`src/rtl/ps2_kb_receiver.sv`:
```
`default_nettype none
// ============================================================================
//  Module      : ps2_kb_receiver
//  Description : PS/2 keyboard frame receiver. Synchronizes and de-glitches
//                the keyboard clock, deserializes 11-bit frames (start, 8
//                data LSB first, odd parity, stop), checks parity/framing,
//                abandons stalled frames after a timeout, and delivers scan
//                codes as a one-cycle strobe.
//
//  Parameters  : FILTER_LEN - cycles the synced PS2_CLK must hold a new level
//                             before the filtered clock follows it
//                TIMEOUT    - idle cycles mid-frame before the frame is dropped
//
//  Ports       : CLK      in   system clock (25 MHz)
//                ARST_L   in   synchronous active-low reset
//                PS2_CLK  in   keyboard clock pin (asynchronous, idles high)
//                PS2_DATA in   keyboard data pin (asynchronous, idles high)
//                KBCODE   out  last delivered scan code, held between strobes
//                KBSTROBE out  one-cycle pulse, KBCODE valid in that cycle
//                KBEXT    out  code was preceded by E0 (qualifies KBSTROBE)
//                KBERR    out  one-cycle pulse on parity/framing/timeout error
//
//  Build macro : PS2_BREAK_FILTER_EN - when defined, E0/F0 prefixes are
//                consumed, release codes are suppressed and KBEXT is driven.
//                When undefined every valid byte is strobed and KBEXT is 0.
//
//  Revision    : 1.0 - initial release
// ============================================================================
module ps2_kb_receiver #(
  parameter int FILTER_LEN = 8,
  parameter int TIMEOUT    = 25000
) (
  input  logic       CLK,
  input  logic       ARST_L,
  input  logic       PS2_CLK,
  input  logic       PS2_DATA,
  output logic [7:0] KBCODE,
  output logic       KBSTROBE,
  output logic       KBEXT,
  output logic       KBERR
);

  localparam int          FW      = $clog2(FILTER_LEN + 1);
  localparam logic [FW-1:0] FILT_LAST = FW'(FILTER_LEN - 1);
  localparam logic [14:0] TO_VAL  = 15'(TIMEOUT);

  localparam logic [1:0] S_IDLE   = 2'd0;
  localparam logic [1:0] S_DATA   = 2'd1;
  localparam logic [1:0] S_PARITY = 2'd2;
  localparam logic [1:0] S_STOP   = 2'd3;

  // --------------------------------------------------------------------------
  // Input conditioning
  // --------------------------------------------------------------------------
  logic          clk_s1, clk_s2, dat_s1, dat_s2;
  logic [FW-1:0] filt_cnt;
  logic          ps2c_f, ps2c_f_d;
  logic          fall;

  always_ff @(posedge CLK) begin
    if (!ARST_L) begin
      clk_s1   <= 1'b1;
      clk_s2   <= 1'b1;
      dat_s1   <= 1'b1;
      dat_s2   <= 1'b1;
      filt_cnt <= '0;
      ps2c_f   <= 1'b1;
      ps2c_f_d <= 1'b1;
    end else begin
      clk_s1   <= PS2_CLK;
      clk_s2   <= clk_s1;
      dat_s1   <= PS2_DATA;
      dat_s2   <= dat_s1;
      ps2c_f_d <= ps2c_f;
      // Count consecutive cycles the synced clock disagrees with the filtered
      // one; any return to agreement restarts the count, so short glitches die.
      if (clk_s2 == ps2c_f) begin
        filt_cnt <= '0;
      end else if (filt_cnt == FILT_LAST) begin
        filt_cnt <= '0;
        ps2c_f   <= clk_s2;
      end else begin
        filt_cnt <= filt_cnt + 1'b1;
      end
    end
  end

  // Fall event: the cycle in which the filtered clock has just dropped.
  assign fall = ps2c_f_d & ~ps2c_f;

  // --------------------------------------------------------------------------
  // Frame FSM
  // --------------------------------------------------------------------------
  logic [1:0]  state, state_nxt;
  logic [2:0]  bit_cnt;
  logic [7:0]  shift;
  logic        par_bit;
  logic [14:0] idle_cnt;
  logic        timeout;

  // A fall in the same cycle takes priority over the timeout.
  assign timeout = (state != S_IDLE) && !fall && (idle_cnt == TO_VAL);

  always_ff @(posedge CLK) begin
    if (!ARST_L) state <= S_IDLE;
    else         state <= state_nxt;
  end

  always_comb begin
    state_nxt = state;
    case (state)
      S_IDLE:   if (fall && !dat_s2)              state_nxt = S_DATA;
      S_DATA:   if (fall && (bit_cnt == 3'd7))    state_nxt = S_PARITY;
      S_PARITY: if (fall)                         state_nxt = S_STOP;
      S_STOP:   if (fall)                         state_nxt = S_IDLE;
      default:                                    state_nxt = S_IDLE;
    endcase
    if (timeout) state_nxt = S_IDLE;
  end

  // --------------------------------------------------------------------------
  // Output decode
  // --------------------------------------------------------------------------
  logic byte_done, frame_ok, is_e0, is_f0;
  logic strobe_nxt, err_nxt;

`ifdef PS2_BREAK_FILTER_EN
  logic ext_flag, brk_flag, kbext_r;
`endif

  always_comb begin
    byte_done = (state == S_STOP) && fall;
    // Odd parity over data+parity, and the stop bit sampled in this fall.
    frame_ok  = ((^shift) ^ par_bit) & dat_s2;
    is_e0     = (shift == 8'hE0);
    is_f0     = (shift == 8'hF0);
    err_nxt   = (byte_done && !frame_ok) || timeout;
`ifdef PS2_BREAK_FILTER_EN
    strobe_nxt = byte_done && frame_ok && !is_e0 && !is_f0 && !brk_flag;
`else
    strobe_nxt = byte_done && frame_ok;
`endif
  end

  // --------------------------------------------------------------------------
  // Datapath and registered outputs
  // --------------------------------------------------------------------------
  always_ff @(posedge CLK) begin
    if (!ARST_L) begin
      bit_cnt  <= '0;
      shift    <= '0;
      par_bit  <= 1'b0;
      idle_cnt <= '0;
      KBCODE   <= 8'h00;
      KBSTROBE <= 1'b0;
      KBERR    <= 1'b0;
    end else begin
      if (fall || (state == S_IDLE)) idle_cnt <= '0;
      else                           idle_cnt <= idle_cnt + 15'd1;

      if (fall) begin
        case (state)
          S_IDLE:   bit_cnt <= '0;
          S_DATA: begin
            shift   <= {dat_s2, shift[7:1]};
            bit_cnt <= bit_cnt + 3'd1;
          end
          S_PARITY: par_bit <= dat_s2;
          default: ;
        endcase
      end

      KBSTROBE <= strobe_nxt;
      KBERR    <= err_nxt;
      if (strobe_nxt) KBCODE <= shift;
    end
  end

`ifdef PS2_BREAK_FILTER_EN
  // Prefix tracking: E0 marks the next code as extended, F0 marks it as a
  // release which is swallowed. Any completed non-prefix byte or bad frame
  // clears both flags.
  always_ff @(posedge CLK) begin
    if (!ARST_L) begin
      ext_flag <= 1'b0;
      brk_flag <= 1'b0;
      kbext_r  <= 1'b0;
    end else begin
      if (byte_done) begin
        if (!frame_ok) begin
          ext_flag <= 1'b0;
          brk_flag <= 1'b0;
        end else if (is_e0) begin
          ext_flag <= 1'b1;
        end else if (is_f0) begin
          brk_flag <= 1'b1;
        end else begin
          ext_flag <= 1'b0;
          brk_flag <= 1'b0;
        end
      end
      if (strobe_nxt) kbext_r <= ext_flag;
    end
  end

  assign KBEXT = kbext_r;
`else
  assign KBEXT = 1'b0;
`endif

endmodule
`default_nettype wire

```
`config.mk`:
```
export PLATFORM = sky130hd
export DESIGN_NAME = ps2_kb_receiver
export DESIGN_NICKNAME = d
export VERILOG_FILES = /design/src/rtl/ps2_kb_receiver.sv
export SDC_FILE = /design/constraint.sdc
export NUM_CORES = 1
export LEC_CHECK = 0
export BUFFER_PORTS_ARGS = -buffer_cell sky130_fd_sc_hd__buf_4
export CAP_MARGIN = 20
export CORE_ASPECT_RATIO = 0.8
export CORE_MARGIN = 3
export CORE_UTILIZATION = 50
export CTS_CLUSTER_SIZE = 10
export DETAILED_ROUTE_END_ITERATION = 8
export PLACE_DENSITY = 0.7
export SLEW_MARGIN = 20
export SYNTH_ARGS = -nofsm -noshare
export SYNTH_HDL_FRONTEND = slang
export SYNTH_SLANG_ARGS = --single-unit
```
`constraint.sdc`:
```
create_clock -name CLK -period 1.55 [get_ports CLK]
set_input_delay 0.2325 -clock CLK [delete_from_list [all_inputs] [get_ports CLK]]
set_output_delay 0.2325 -clock CLK [all_outputs]
set_load 0.02 [all_outputs]
```
== Word level (Yosys, flattened, before mapping) ==
Index checks and enable logic that the tools add are counted.

* Add/subtract/negate cells: 3
* Equality and inequality tests: 11
* Mux-type cells: 6
* Bitwise gates (word level): 6
* Reduce and logical (&&, ||, !) cells: 24

{| class="wikitable"
|+ Operators with widths
! cell !! number
|-
| 15-bit by 1-bit adder with 15-bit output, second input constant || 1
|-
| 15-bit equality test, second input constant || 1
|-
| 2-bit two-way mux || 4
|-
| 2-bit inequality test, second input constant || 4
|-
| 2-bit case mux with 4 select lines || 1
|-
| 2-bit AND reduction || 4
|-
| 8-bit XOR reduction || 1
|-
| 1-bit logical AND || 7
|-
| 3-bit case mux with 2 select lines || 1
|-
| 4-bit by 1-bit adder with 4-bit output, second input constant || 1
|-
| 2-bit equality test, second input constant || 2
|-
| 4-bit by 3-bit equality test with 1-bit output, second input constant || 1
|-
| 4-bit AND reduction || 1
|-
| 2-bit nonzero test || 2
|-
| 2-bit OR reduction || 2
|-
| 3-bit by 1-bit adder with 3-bit output, second input constant || 1
|-
| 3-bit equality test, second input constant || 1
|-
| 1-bit zero test || 3
|-
| 1-bit inverter || 3
|-
| 3-bit OR reduction || 1
|-
| 1-bit AND || 2
|-
| 2-bit by 1-bit equality test with 1-bit output, second input constant || 1
|-
| 2-bit zero test || 1
|-
| 1-bit logical OR || 2
|-
| 2 further kinds || 2
|}

* Register bits: 49
* Bits of input ports: 4
* Output and inout port bits: 11
* Logic and storage cells: 65

== Logic depth before layout (Yosys ltp) ==
* Word-level depth: 6
* Mapped depth: 7
* Gate-level depth less buffers: 6

== Worst setup path after synthesis ==
No wires, ideal clock.

* Path kind: reg2reg
* Start: reg shift[0]
* End: reg KBCODE[0]
* Setup time: 72 ps
* Data arrival time: 1543 ps
* Data required time: 1478 ps
* Setup slack: -64 ps
* Cell stages (with the launch flop): 5
* Path buffers: 0
* Period minus slack after synthesis: 1614 ps
* Cells stage by stage: dfxtp_1 xor3_1 or2_1 mux2i_4 mux2i_1

* Longest elaborated chain between the ends: 4

{| class="wikitable"
|+ Ends and longest elaborated chain
! element !! RTL line !! source
|-
| start: declaration || 96 || <nowiki>logic [7:0] shift;</nowiki>
|-
| start signal: assignment || 165 || <nowiki>shift <= {dat_s2, shift[7:1]};</nowiki>
|-
| 8-bit XOR reduction || 134 || <nowiki>frame_ok = ((^shift) ^ par_bit) & dat_s2;</nowiki>
|-
| 1-bit XOR || 134 ||
|-
| 1-bit AND || 134 ||
|-
| 1-bit logical AND || 141 || <nowiki>strobe_nxt = byte_done && frame_ok;</nowiki>
|-
| end signal: assignment || 175 || <nowiki>if (strobe_nxt) KBCODE <= shift;</nowiki>
|-
| end: declaration || 37 || <nowiki>output logic [7:0] KBCODE,</nowiki>
|}

Several ways; a longest one is shown, not always the timed one.
A chain may end at the register's enable or synchronous reset.

== Final worst setup path ==
* Start: reg shift[6]
* End: reg KBERR

* Longest elaborated chain between the ends: 6

{| class="wikitable"
|+ Ends and longest elaborated chain
! element !! RTL line !! source
|-
| 8-bit XOR reduction || 134 ||
|-
| 1-bit XOR || 134 ||
|-
| 1-bit AND || 134 ||
|-
| 1-bit zero test || 137 || <nowiki>err_nxt = (byte_done && !frame_ok) || timeout;</nowiki>
|-
| 1-bit logical AND || 137 ||
|-
| 1-bit logical OR || 137 ||
|-
| end signal: assignment || 174 || <nowiki>KBERR <= err_nxt;</nowiki>
|-
| end: declaration || 40 || <nowiki>output logic KBERR</nowiki>
|}

Every way passes these cells.

==> summary.txt <==
Cells and area
  • Area Growth Syn to Fin: 28.6%
  • Register area: ~1000 µm²
  • Fin cells: between 300 and 400
  • Share of layout cells above drive strength 1: between 30% and 40%
  • Diodes inserted: 0
  • Area of the multi-input gates: 1200 µm²
  • Fillers: around 330
  • Fin nets: 284
  • Fin area: between 2000 and 3000 µm²

Die
  • # IOs: 15
  • Row count: 20
  • Initial Utilization: between 50% and 60%
  • Die area: approximately 5100 µm²
  • Height of the die: between 60 and 70 µm
  • Core ar.: 3950 µm²
  • Die X: ~79 µm

Timing
  • RSZ-0062 raised after global routing: true
  • Max frequency: approximately 610 MHz
  • Tmin final: between 1.5 and 2 ns
  • Hold Fails Final Rpt: 0
  • Worst Skew: around 0.007 ns
  • Fin worst setup slack: -0.0810 ns
  • Final Max Slew Viols: 0
  • Final setup viols: 11
  • Hold WS: around 0.11 ns
  • Tcrit/Tclk final: 105%

Global routing
  • Pin count of the biggest net entering global routing: 19
  • Met1 Use GR: between 20% and 30%
  • First-pass GRT wire length: between 7000 and 8000 µm
  • Number of global-route vias before repair: 1,570
  • Total congestion overflow: 0
  • GR Util met2: ~26%
  • Total track usage: about 17%
  • GRT met3 Usage: 4.17%
  • Most Crowded Layer GR: met2
  • Initial antenna violation count: 0

Worst setup path
  • Most frequent CP cell: xnor2_1
  • Slowest cell on the critical path: xnor3_2
  • Critical Path Start Type: flop
  • Crit Path Max Fanout: 2
  • Worst EP arrival: about 1.8 ns
  • Worst Path Buf+Inv: 1
  • Cell breakdown of the critical path: xnor2_1 -> xnor3_2 -> buf_4 -> xnor2_1 -> a311oi_2
  • Crit path max-delay family: XOR/XNOR gates
  • Kind of critical path: flop to flop
  • Max stage delay on crit path: approximately 0.48 ns
  • Critical Path RT: between 1.5 and 2 ns
  • Crit. End Element: flop

Status
  • Failing checks: negative setup slack
  • Outcome: complete, but fails checks

Placement
  • Placed inst area: about 2600 µm²
  • Post-DP HPWL: approximately 2900 µm
  • PortBufs: 13
  • Placer Congestion: around 0.85
  • DP Cell Count: 316

Synthesis
  • Average size of a mapped cell: slightly below 10 µm²
  • Top FF cell, synth: dfxtp_1
  • Top-count cell post-synth: dfxtp_1
  • Largest area contributor in the netlist: dfxtp_1
  • Ys async rst share: 0%
  • Synth cell count leaders: dfxtp_1 (49), nor2_1 (32), nand2_1 (26)
  • Post-synthesis sequential area ratio: 45.6%
  • Post-Syn Instances: roughly 220
  • #FFs+latches synth: between 40 and 50
  • Number of distinct library cells after synthesis: 38
  • Top area cells in the synthesized netlist: dfxtp_1 (46%), mux2i_1 (8.8%), nor2_1 (5.6%)
  • Mapped Area: between 2000 and 2500 µm²
  • Synth top area share: a little under half
  • Post-synth EDFFs: 0
  • Syn nets: about 240
  • Synth warnings: 0

Drt
  • Drt drc: 0
  • Via count: ~1,600
  • Vias per cell: between 4 and 5
  • Total Routed Length: 4070 µm
  • DRT iter0 DRCs: 98
  • WL/cell: ~12 µm
  • ANT nets after route: 0
  • TritonRoute pass-1 iters: 4

Clock network
  • Clock latency at the later pin of the worst-skew pair: 0.30 ns
  • CTS tree: yes
  • Root Driver: clkbuf_8
  • CTS Buf Count: 5
  • Clock transition at the registers of the reported paths: 0.09 ns
  • H-tree lvl count: 2
  • Max Root-Sink Buffers: 2
  • Num Clock Sinks: 49

Power
  • Power Density: between 700 and 800 nW/µm²
  • Leakage: ~1.2 nW
  • Worst vdd ir: around 0.66 mV

Job
  • MaxCap Viol Count: 0

Min path
  • HP Class: primary input to flop
logic make-up (layout without fill, tap and decap cells):
group                    Yosys count  in the layout  synth area share [%]
buffers and inverters             15             63                  2.79
other                              1              1                 0.174
multiplexers                      21             21                  10.4
XOR/XNOR                          21             21                  9.95
adder cells (fa/ha/maj)            9              9                  5.24
flip-flops                        49             49                  45.6
AO/OA/AOI/OAI                     10             10                  3.37
AND/OR/NAND/NOR                   98             98                  22.5
layout by cell type, fill, tap and decap left out, types with 3 or more instances in the layout:
cell type,instances
xnor2_1,7
nor2_1,31
nand3_1,7
dfxtp_2,8
nand2b_1,6
nand2_1,26
xor2_1,11
buf_4,45
inv_1,5
dfxtp_1,41
mux2i_1,19
clkbuf_8,5
ha_2,5
ha_1,3
and4_1,3
and3_1,5
nand4_1,3
routing by layer:
layer / vias to the layer above / part of all wire [%]
met1: 744 / 52
met3: 7 / 3.7
li1: 845 / -
met2: 27 / 43
met4: 0 / 0.98
met5: - / 0
report_power, final:
part | total [W] | internal [W] | leakage, nW | switching, W
sequential | 0.00127 | 0.00126 | 0.400 | 0.00000245
clock | 0.000728 | 0.000312 | 0.0439 | 0.000416
combinational | 0.0000361 | 0.0000120 | 0.707 | 0.0000242
total | 0.00203 | 0.00159 | 1.15 | 0.000443
final cells by class:
type,instances,share of cell area (%)
repair buffers,49,14.5
clock inverters,3,0.633
well taps,55,2.49
flip-flops and latches,49,35.8
clock buffers,5,2.49
multi-input cells,160,43.3
inverters,6,0.814
path summary, 6_finish.rpt:
| path | to | slack [ns] | cells after the start | startpoint |
|---|---|---|---|---|
| hold / removal | dat_s1$_SDFF_PN1_ | 0.11 | 2 | PS2_DATA |
| setup reg to reg | KBERR$_SDFF_PN0_ | -0.08 | 5 | shift[6]$_SDFFE_PN0P_ |
| setup / recovery | KBERR$_SDFF_PN0_ | -0.08 | 5 | shift[6]$_SDFFE_PN0P_ |
| hold reg to reg | clk_s2$_SDFF_PN1_ | 0.41 | 1 | clk_s1$_SDFF_PN1_ |
worst register-to-register path, stage by stage (launching register included):
cell and delay (ns):
dfxtp_2 0.33, xnor2_1 0.16, xnor3_2 0.48, buf_4 0.15, xnor2_1 0.26, a311oi_2 0.13
what timing repair did:
item / 4_1_cts / 5_1_grt
hold buffers: 0 / 0
setup endpoints to repair: 11 / 14
gates resized for setup: 13 / 12
buffers inserted: 1 / 2
pin swaps: 3 / 3
through the flow:
step | setup TNS (ns) | power [W] | worst slack, ns | utilization, %
final | -0.476 | 0.00203 | -0.0810 | 70.0
after global routing | -1.40 | 0.00211 | -0.150 | 70.0
after CTS | -0.365 | 0.00205 | -0.0447 | 68.3
after detailed placement | -0.309 | 0.00133 | -0.0879 | 64.8
after global placement | -0.142 | 0.00133 | -0.0602 | 64.8
after floorplan | -0.362 | 0.00132 | -0.0452 | -
registers in the layout, summed over array words and instances (netlist names):
name      count
clk_s1        1
state         2
bit_cnt       3
ps2c_f_d      1
dat_s1        1
KBERR         1
filt_cnt      4
dat_s2        1
ps2c_f        1
idle_cnt     15
par_bit       1
shift         8
KBCODE        8
KBSTROBE      1
clk_s2        1
Power figures use the tool's default switching activity.
